### config.mk
export PLATFORM = sky130hd
export DESIGN_NAME = dma_engine
export DESIGN_NICKNAME = d
export VERILOG_FILES = /design/src/rtl/dma_pkg.sv /design/src/rtl/flex_counter.sv /design/src/rtl/dma_engine.sv
export SDC_FILE = /design/constraint.sdc
export NUM_CORES = 1
export LEC_CHECK = 0
export BUFFER_PORTS_ARGS = -buffer_cell sky130_fd_sc_hd__buf_2
export CORE_ASPECT_RATIO = 1.5
export CORE_MARGIN = 10
export CORE_UTILIZATION = 55
export CTS_CLUSTER_SIZE = 16
export DETAILED_ROUTE_END_ITERATION = 6
export PLACE_DENSITY = 0.86
export SLEW_MARGIN = 20
export SYNTH_ARGS = -nofsm -noshare
export SYNTH_HDL_FRONTEND = slang
export SYNTH_SLANG_ARGS = --single-unit
### constraint.sdc
create_clock -name CLK -period 3.55 [get_ports CLK]
set_clock_uncertainty 0.2 [all_clocks]
set_input_delay 0 -clock CLK [delete_from_list [all_inputs] [get_ports CLK]]
set_output_delay 0 -clock CLK [all_outputs]
set_load 0.01 [all_outputs]
### src/rtl/dma_pkg.sv
// Shared types for the single-channel DMA engine.
package dma_pkg;

  typedef enum logic [1:0] {
    IDLE  = 2'd0,
    READ  = 2'd1,
    WRITE = 2'd2,
    DONE  = 2'd3
  } state_t;

  typedef enum logic {
    MODE_COPY = 1'b0,
    MODE_FILL = 1'b1
  } mode_t;

endpackage

### src/rtl/flex_counter.sv
// Generic up-counter: counts 0..rollover_val, wraps to 0, synchronous clear.
// rollover_flag is combinational so the owner sees "last" in the same cycle.
module flex_counter #(
  parameter int NUM_CNT_BITS = 4
) (
  input  logic                    CLK,
  input  logic                    nRST,
  input  logic                    clear,
  input  logic                    count_enable,
  input  logic [NUM_CNT_BITS-1:0] rollover_val,
  output logic [NUM_CNT_BITS-1:0] count_out,
  output logic                    rollover_flag
);

  localparam logic [NUM_CNT_BITS-1:0] ONE = NUM_CNT_BITS'(1);

  // NOTE: state updates use <= so every flop samples pre-edge values, independent of block order.
  always_ff @(posedge CLK or negedge nRST) begin
    if (!nRST) begin
      count_out <= '0;
    end else if (clear) begin
      count_out <= '0;
    end else if (count_enable) begin
      count_out <= (count_out == rollover_val) ? '0 : count_out + ONE;
    end
  end

  assign rollover_flag = (count_out == rollover_val);

endmodule

### src/rtl/dma_engine.sv
// Single-channel DMA engine: COPY or FILL of xfer_len elements over a ready-handshaked port.
// Define DMA_OVERLAP_EN for memmove semantics (descending copy when dst overlaps above src).
module dma_engine
  import dma_pkg::*;
#(
  parameter int ADDR_W = 8,
  parameter int DATA_W = 8,
  parameter int LEN_W  = 8
) (
  input  logic              CLK,
  input  logic              RST,
  input  logic              start,
  input  logic              abort,
  input  mode_t             mode,
  input  logic [ADDR_W-1:0] src_addr,
  input  logic [ADDR_W-1:0] dst_addr,
  input  logic [LEN_W-1:0]  xfer_len,
  input  logic [DATA_W-1:0] fill_data,
  output logic              busy,
  output logic              done,
  output logic              aborted,
  output logic [LEN_W-1:0]  xfer_cnt,
  output logic [ADDR_W-1:0] mem_addr,
  output logic              mem_ren,
  output logic              mem_wen,
  output logic [DATA_W-1:0] mem_wdata,
  input  logic [DATA_W-1:0] mem_rdata,
  input  logic              mem_ready
);

  localparam logic [LEN_W-1:0] ONE = LEN_W'(1);

  state_t            state, state_nxt;
  mode_t             mode_r;
  logic [ADDR_W-1:0] src_r, dst_r;
  logic [LEN_W-1:0]  len_r, cnt_r;
  logic [DATA_W-1:0] fill_r, data_r;
  logic              aborted_r, desc_r, desc_start;

  logic              rst_n;
  logic              accept, rd_fire, wr_fire;
  logic [LEN_W-1:0]  idx, len_m1, off;
  logic [ADDR_W-1:0] addr_off, rd_addr, wr_addr;
  logic              last;

  assign rst_n   = ~RST;
  assign accept  = (state == IDLE) && start;
  assign rd_fire = (state == READ)  && mem_ready && !abort;
  assign wr_fire = (state == WRITE) && mem_ready && !abort;
  assign len_m1  = len_r - ONE;

  // Element index; "last" is decided against len-1 while idx is still current.
  flex_counter #(
    .NUM_CNT_BITS(LEN_W)
  ) u_idx (
    .CLK          (CLK),
    .nRST         (rst_n),
    .clear        (accept),
    .count_enable (wr_fire && !last),
    .rollover_val (len_m1),
    .count_out    (idx),
    .rollover_flag(last)
  );

`ifdef DMA_OVERLAP_EN
  localparam int EXT_W = ADDR_W + 1;
  logic [EXT_W-1:0] src_ext, dst_ext, src_end;
  assign src_ext    = {1'b0, src_addr};
  assign dst_ext    = {1'b0, dst_addr};
  assign src_end    = src_ext + EXT_W'(xfer_len);
  assign desc_start = (mode == MODE_COPY) && (dst_ext > src_ext) && (dst_ext < src_end);
`else
  assign desc_start = 1'b0;
`endif

  // Offsets wrap modulo 2^ADDR_W by truncation; no error on wrap.
  assign off      = desc_r ? (len_m1 - idx) : idx;
  assign addr_off = ADDR_W'(off);
  assign rd_addr  = src_r + addr_off;
  assign wr_addr  = dst_r + addr_off;

  always_ff @(posedge CLK or posedge RST) begin
    if (RST) begin
      state <= IDLE;
    end else begin
      state <= state_nxt;
    end
  end

  // Transfer configuration is captured only on an accepted start.
  always_ff @(posedge CLK or posedge RST) begin
    if (RST) begin
      mode_r <= MODE_COPY;
      src_r  <= '0;
      dst_r  <= '0;
      len_r  <= '0;
      fill_r <= '0;
      desc_r <= 1'b0;
    end else if (accept) begin
      mode_r <= mode;
      src_r  <= src_addr;
      dst_r  <= dst_addr;
      len_r  <= xfer_len;
      fill_r <= fill_data;
      desc_r <= desc_start;
    end
  end

  always_ff @(posedge CLK or posedge RST) begin
    if (RST) begin
      cnt_r     <= '0;
      aborted_r <= 1'b0;
    end else if (accept) begin
      cnt_r     <= '0;
      aborted_r <= 1'b0;
    end else begin
      if (wr_fire) cnt_r <= cnt_r + ONE;
      if (busy && abort) aborted_r <= 1'b1;
    end
  end

  always_ff @(posedge CLK or posedge RST) begin
    if (RST) begin
      data_r <= '0;
    end else if (rd_fire) begin
      data_r <= mem_rdata;
    end
  end

  // Strobes are gated by abort so an aborted request never commits.
  // NOTE: every output of this block gets a default first; a missed branch would otherwise infer a latch.
  always_comb begin
    state_nxt = state;
    mem_ren   = 1'b0;
    mem_wen   = 1'b0;
    mem_addr  = '0;
    mem_wdata = '0;
    unique case (state)
      IDLE: begin
        if (start) begin
          if (xfer_len == '0)         state_nxt = DONE;
          else if (mode == MODE_FILL) state_nxt = WRITE;
          else                        state_nxt = READ;
        end
      end
      READ: begin
        mem_ren  = !abort;
        mem_addr = rd_addr;
        if (abort)          state_nxt = DONE;
        else if (mem_ready) state_nxt = WRITE;
      end
      WRITE: begin
        mem_wen   = !abort;
        mem_addr  = wr_addr;
        mem_wdata = (mode_r == MODE_FILL) ? fill_r : data_r;
        if (abort) begin
          state_nxt = DONE;
        end else if (mem_ready) begin
          if (last)                     state_nxt = DONE;
          else if (mode_r == MODE_FILL) state_nxt = WRITE;
          else                          state_nxt = READ;
        end
      end
      DONE:    state_nxt = IDLE;
      default: state_nxt = IDLE;
    endcase
  end

  assign busy     = (state == READ) || (state == WRITE);
  assign done     = (state == DONE);
  assign aborted  = aborted_r;
  assign xfer_cnt = cnt_r;

endmodule

=== Word level (Yosys, flattened, before mapping) ===
Cells that the tools add are included.

* Register bits after elaboration: 60
* Bits in latches: 0
* Memory bits (writable): 0
* Bits in read-only memories: 0
* Bits of input ports: 46
* Output and inout port bits: 29
* Memories: 0

* Add/sub/neg operators: 5
* Multipliers: 0
* Div/mod/pow operators: 0
* $lt $le $gt $ge: 0
* Equality and inequality tests: 7
* Shifts and indexed selects: 0
* Mux-type cells: 22
* Bitwise gates (word level): 0
* Reductions and logical operators: 16

{| class="wikitable"
|+ Operator list
! operator !! number
|-
| 8-bit two-way mux || 7
|-
| 2-bit two-way mux || 9
|-
| 8-bit by 1-bit adder with 8-bit output (second input constant) || 2
|-
| 8-bit adder || 2
|-
| 8-bit one-hot mux with 2 select lines || 1
|-
| 8-bit equality test || 1
|-
| 8-bit logical NOT || 1
|-
| 2-bit one-hot mux with 4 select lines || 1
|-
| 8-bit by 1-bit subtractor with 8-bit output (second input constant) || 1
|-
| 1-bit logical AND || 7
|-
| 3-bit inequality test (second input constant) || 2
|-
| 2-bit nonzero test || 3
|-
| 2-bit equality test (second input constant) || 2
|-
| 1-bit two-way mux || 4
|-
| 3-bit AND reduction || 1
|-
| 2-bit by 1-bit equality test with 1-bit output (second input constant) || 1
|-
| 1-bit logical NOT || 2
|-
| 2-bit logical NOT || 1
|-
| 2-bit inequality test (second input constant) || 1
|-
| 1-bit logical OR || 1
|}

=== Depth between registers and ports, before layout ===
* Depth in word-level cells: 6
* Gate-level depth with buffers: 14
* Depth with buffers taken out: 12

=== Cells and area by module ===
A second synthesis with hierarchy kept.

* Cell total of the unflattened synthesis: 378
* Area total of the unflattened synthesis: 3,417.0 sq um

{| class="wikitable"
|+ By module, submodules not included
! module !! instances !! cells an instance !! area each (sq um) !! sequential area each (sq um)
|-
| dma_engine || 1 || 322 || 2,907.8 || 1,301.2
|-
| flex_counter || 1 || 56 || 509.2 || 200.2
|}

=== Least setup slack after synthesis ===
Ideal clock, no wire load.

* Path type: reg2out
* Start: reg state[0]
* End: out mem_addr[7]
* Arrival time: 2,936 ps
* Required time: 3,350 ps
* Path slack: 414 ps
* Stages on the path, launching flop included: 13
* Buffers on the path: 2
* Cells stage by stage: dfrtp_1 > inv_1 > ha_1 > buf_2 > clkbuf_1 > mux2_2 > ha_1 > a21o_1 > a21oi_1 > o21ai_0 > a2111oi_0 > nor3_1 > nor3b_1

* Longest elaborated chain between the ends: 2
* Elaborated cells between the ends (all ways): 3
* Classes of those cells: eq/ne (2); mux (1)

{| class="wikitable"
|+ Ends and longest elaborated chain
! item !! line !! RTL
|-
| from (decl) || dma_engine.sv:33 || <nowiki>state_t state, state_nxt;</nowiki>
|-
| from (signal assigned) || dma_engine.sv:86 || <nowiki>state <= state_nxt;</nowiki>
|-
| 2-bit equality test / 2-bit by 1-bit equality test with 1-bit output (equally long branches) || dma_engine.sv:138 || <nowiki>unique case (state)</nowiki>
|-
| 8-bit one-hot mux with 2 select lines (*) || dma_engine.sv:138 ||
|-
| to (decl) || dma_engine.sv:23 || <nowiki>output logic [ADDR_W-1:0] mem_addr,</nowiki>
|}

Mark *: on every way between the ends. The rest lies on a longest branch, timed or not.

=== Final worst setup path ===
Ends and elaborated chain as after synthesis.

==> results.toml <==
[run_status]
status = "completed"

[power]
ir_drop_uv = 565
power_density_nw_per_um2 = 753
p_leak_uw = 0.00228

[setup_path]
reg2reg_from = "len_r[0]"
crit_fanout = 4
worstRegToRegCells = 9
worstReg2RegEnd = "state[1]"
critPathArrivalTime_ps = 3090
critical_path_required_ps = 3350
endpoint_kind = "output pin"
ff2ff_setup_slack_ps = 430
startpoint_type = "register"
worstSetupPathType = "register to output pin"

[flow_run]
drv_cap = 0

[yosys]
synth_most_common_cell = "nand2_1"
synth-seq-area-share_pct = 43.9
yosysTopAreaCell = "dfrtp_1"
synth_edf_count = 0
synth_ff_type = "dfrtp_1"
ys_seq_elements = 60
postSynthAreaPerCell_um2 = 9.15
synth.area.top_cells = "dfrtp_1 44%, nand2_1 12%, ha_1 5.5%, mux2_2 4.9%, mux2i_1 3.5%"
synth_top_area_share_pct = 43.9
synthesis.area_um2 = 3420
synth_cell_types = 48
synthesis.nets = 436
synthTopCellsByCount = "108 x nand2_1, 60 x dfrtp_1, 16 x nor2_1"
yosys_warnings = 0
syn-instance-count = 374
async_reset_ff_share_pct = 100

[clock_network]
clockRootBuffer = "clkbuf_8"
cts_tree = "done"
clock_latency_ps = 350
clkTransAtPathRegs_ps = 70
clock_path_buffers = 2
htreeDepth = 3
cts.sinks = 60
numCtsBuffers = 9

[timing]
hold_violations = 0
fin_crit_ps = 3290
worst_pin_slew_ps = 822
setup_slack_ps = 261
maxSlewViolCount = 0
slew_headroom_pct = 45.2
fmax_mhz = 304
post-route-period-util_pct = 92.6
tns_ps = 0
holdWs_ps = 52.3
setup_violations = 0
rsz0062_at_grt = "false"

[worst_hold_path]
hold_end = "xfer_cnt[0]"
hold_depth = 5
hold_class = "primary input to register"
min_from = "mem_ready"

[die]
io_pins = 75
rows = 35
die_x_um = 84.4
die_h_um = 117
die_area_um2 = 9840
core_um2 = 6090
start_util_pct = 56.2

[place]
port_buffers = 74
dp_hpwl_um = 6260
detailedPlace.worstSlack_ps = 188
routabilityCongestion = 0.857
dp.cells = 511

[grt]
grt_max_degree = 37
grt_overflow = 0
antenna_found_initial = 0
grt_pass1_wl_um = 15500
track_usage_pct = 19.6
first_global_vias = 3264

[cells_and_area]
stdcell_count = 576
fin_nets = 558
drive_above_1_share_pct = 25.0
nFillCells = 379
area_growth_pct = 33.2

[routing]
drtIter0Drc = 250
drtAntennaViolNets = 0
wl_per_cell_um = 16.7
viasPerCell = 5.53
routed_wl_um = 9610
vias = 3188
drtPass1Iterations = 4
drc = 0
critical path, stage by stage, from the launching register on:
cell and delay (ps):
dfrtp_1 430, inv_2 110, ha_4 170, mux2_2 360, ha_1 280, a21o_1 190, a21oi_2 160, o21ai_0 150
a2111oi_2 370, nor3_1 120, nor3b_1 230, buf_2 170
power breakdown:
group          switching [uW]  internal [uW]  total, uW
combinational             855            718       1570
clock                     286            392        678
sequential                242            941       1180
layout by cell type (no fill, tap or decap), types with 5 or more instances in the layout:
cell / count
clkbuf_8: 9
mux2_2: 15
nand4_1: 5
dfrtp_1: 60
xnor2_1: 9
mux2i_1: 12
nand2_1: 107
nor2b_1: 12
buf_2: 74
buf_4: 6
nor2_1: 16
o21ai_1: 5
ha_1: 14
xor2_1: 11
dlygate4sd3_1: 46
o21ai_0: 6
nor3_1: 8
inv_1: 12
a21oi_1: 9
state kept, by name (all words and copies together), names as in the netlist:
register         flops
src_r                8
xfer_cnt             8
len_r                8
state                2
u_idx.count_out      8
aborted              1
dst_r                8
fill_r               8
data_r               8
mode_r               1
kinds of logic after synthesis:
kind of cell / count (synthesis) / share of synthesized area (%)
simple gates: 186 / 26.1
flops: 60 / 43.9
compound gates: 36 / 6.69
buf+inv: 29 / 3.69
mux: 27 / 8.45
xor+xnor: 20 / 5.12
fa+ha+maj: 16 / 6.07
layout make-up:
class | instances | area, um2 | area share (%)
Tap cell | 74 | 92.6 | 2.03
Antenna cell | 1 | 2.50 | 0.0549
Clock buffer | 9 | 124 | 2.72
Inverter | 14 | 52.6 | 1.15
Clock inverter | 7 | 91.3 | 2.00
Multi-Input combinational cell | 285 | 1820 | 39.9
Sequential cell | 60 | 1500 | 32.9
Timing Repair Buffer | 126 | 876 | 19.2
per-layer routing:
layer	share of wire (%)	wire length (um)	vias to the layer above	global-route usage [%]
met3	7.6	732	24	7.82
met4	2.2	213	0	7.82
met5	0	0	-	0
met2	53	5100	126	36.0
li1	-	-	1499	-
met1	37	3560	1539	19.1
per-stage QoR:
step           area [um2]  power [uW]  utilization, %
6_report             4560        3430            74.9
3_5_place_dp         3840        2620            63.1
2_1_floorplan        3420        2180               -
3_3_place_gp         3840        2540            63.1
4_1_cts              4520        3380            74.3
5_1_grt              4560        3670            74.8
worst max-delay path by stage:
stage               startpoint          end  slack [ps]
floorplan             state[0]  mem_addr[7]         410
global placement      state[0]  mem_addr[7]         350
detailed placement    state[0]  mem_addr[7]         190
CTS                   state[0]  mem_addr[7]           9
global route          state[0]  mem_addr[7]          50
finish                state[0]  mem_addr[7]         260
repair_timing:
item                                    4_1_cts  5_1_grt
cloned                                        0        0
pin swaps                                     0        2
endpoints found under the setup margin        1        2
hold buffers                                 46        0
buffers inserted                              0        2
hold endpoints to repair                     73        0
gates resized for setup                       3        3
No activity file was read; power rests on OpenSTA's default activity.
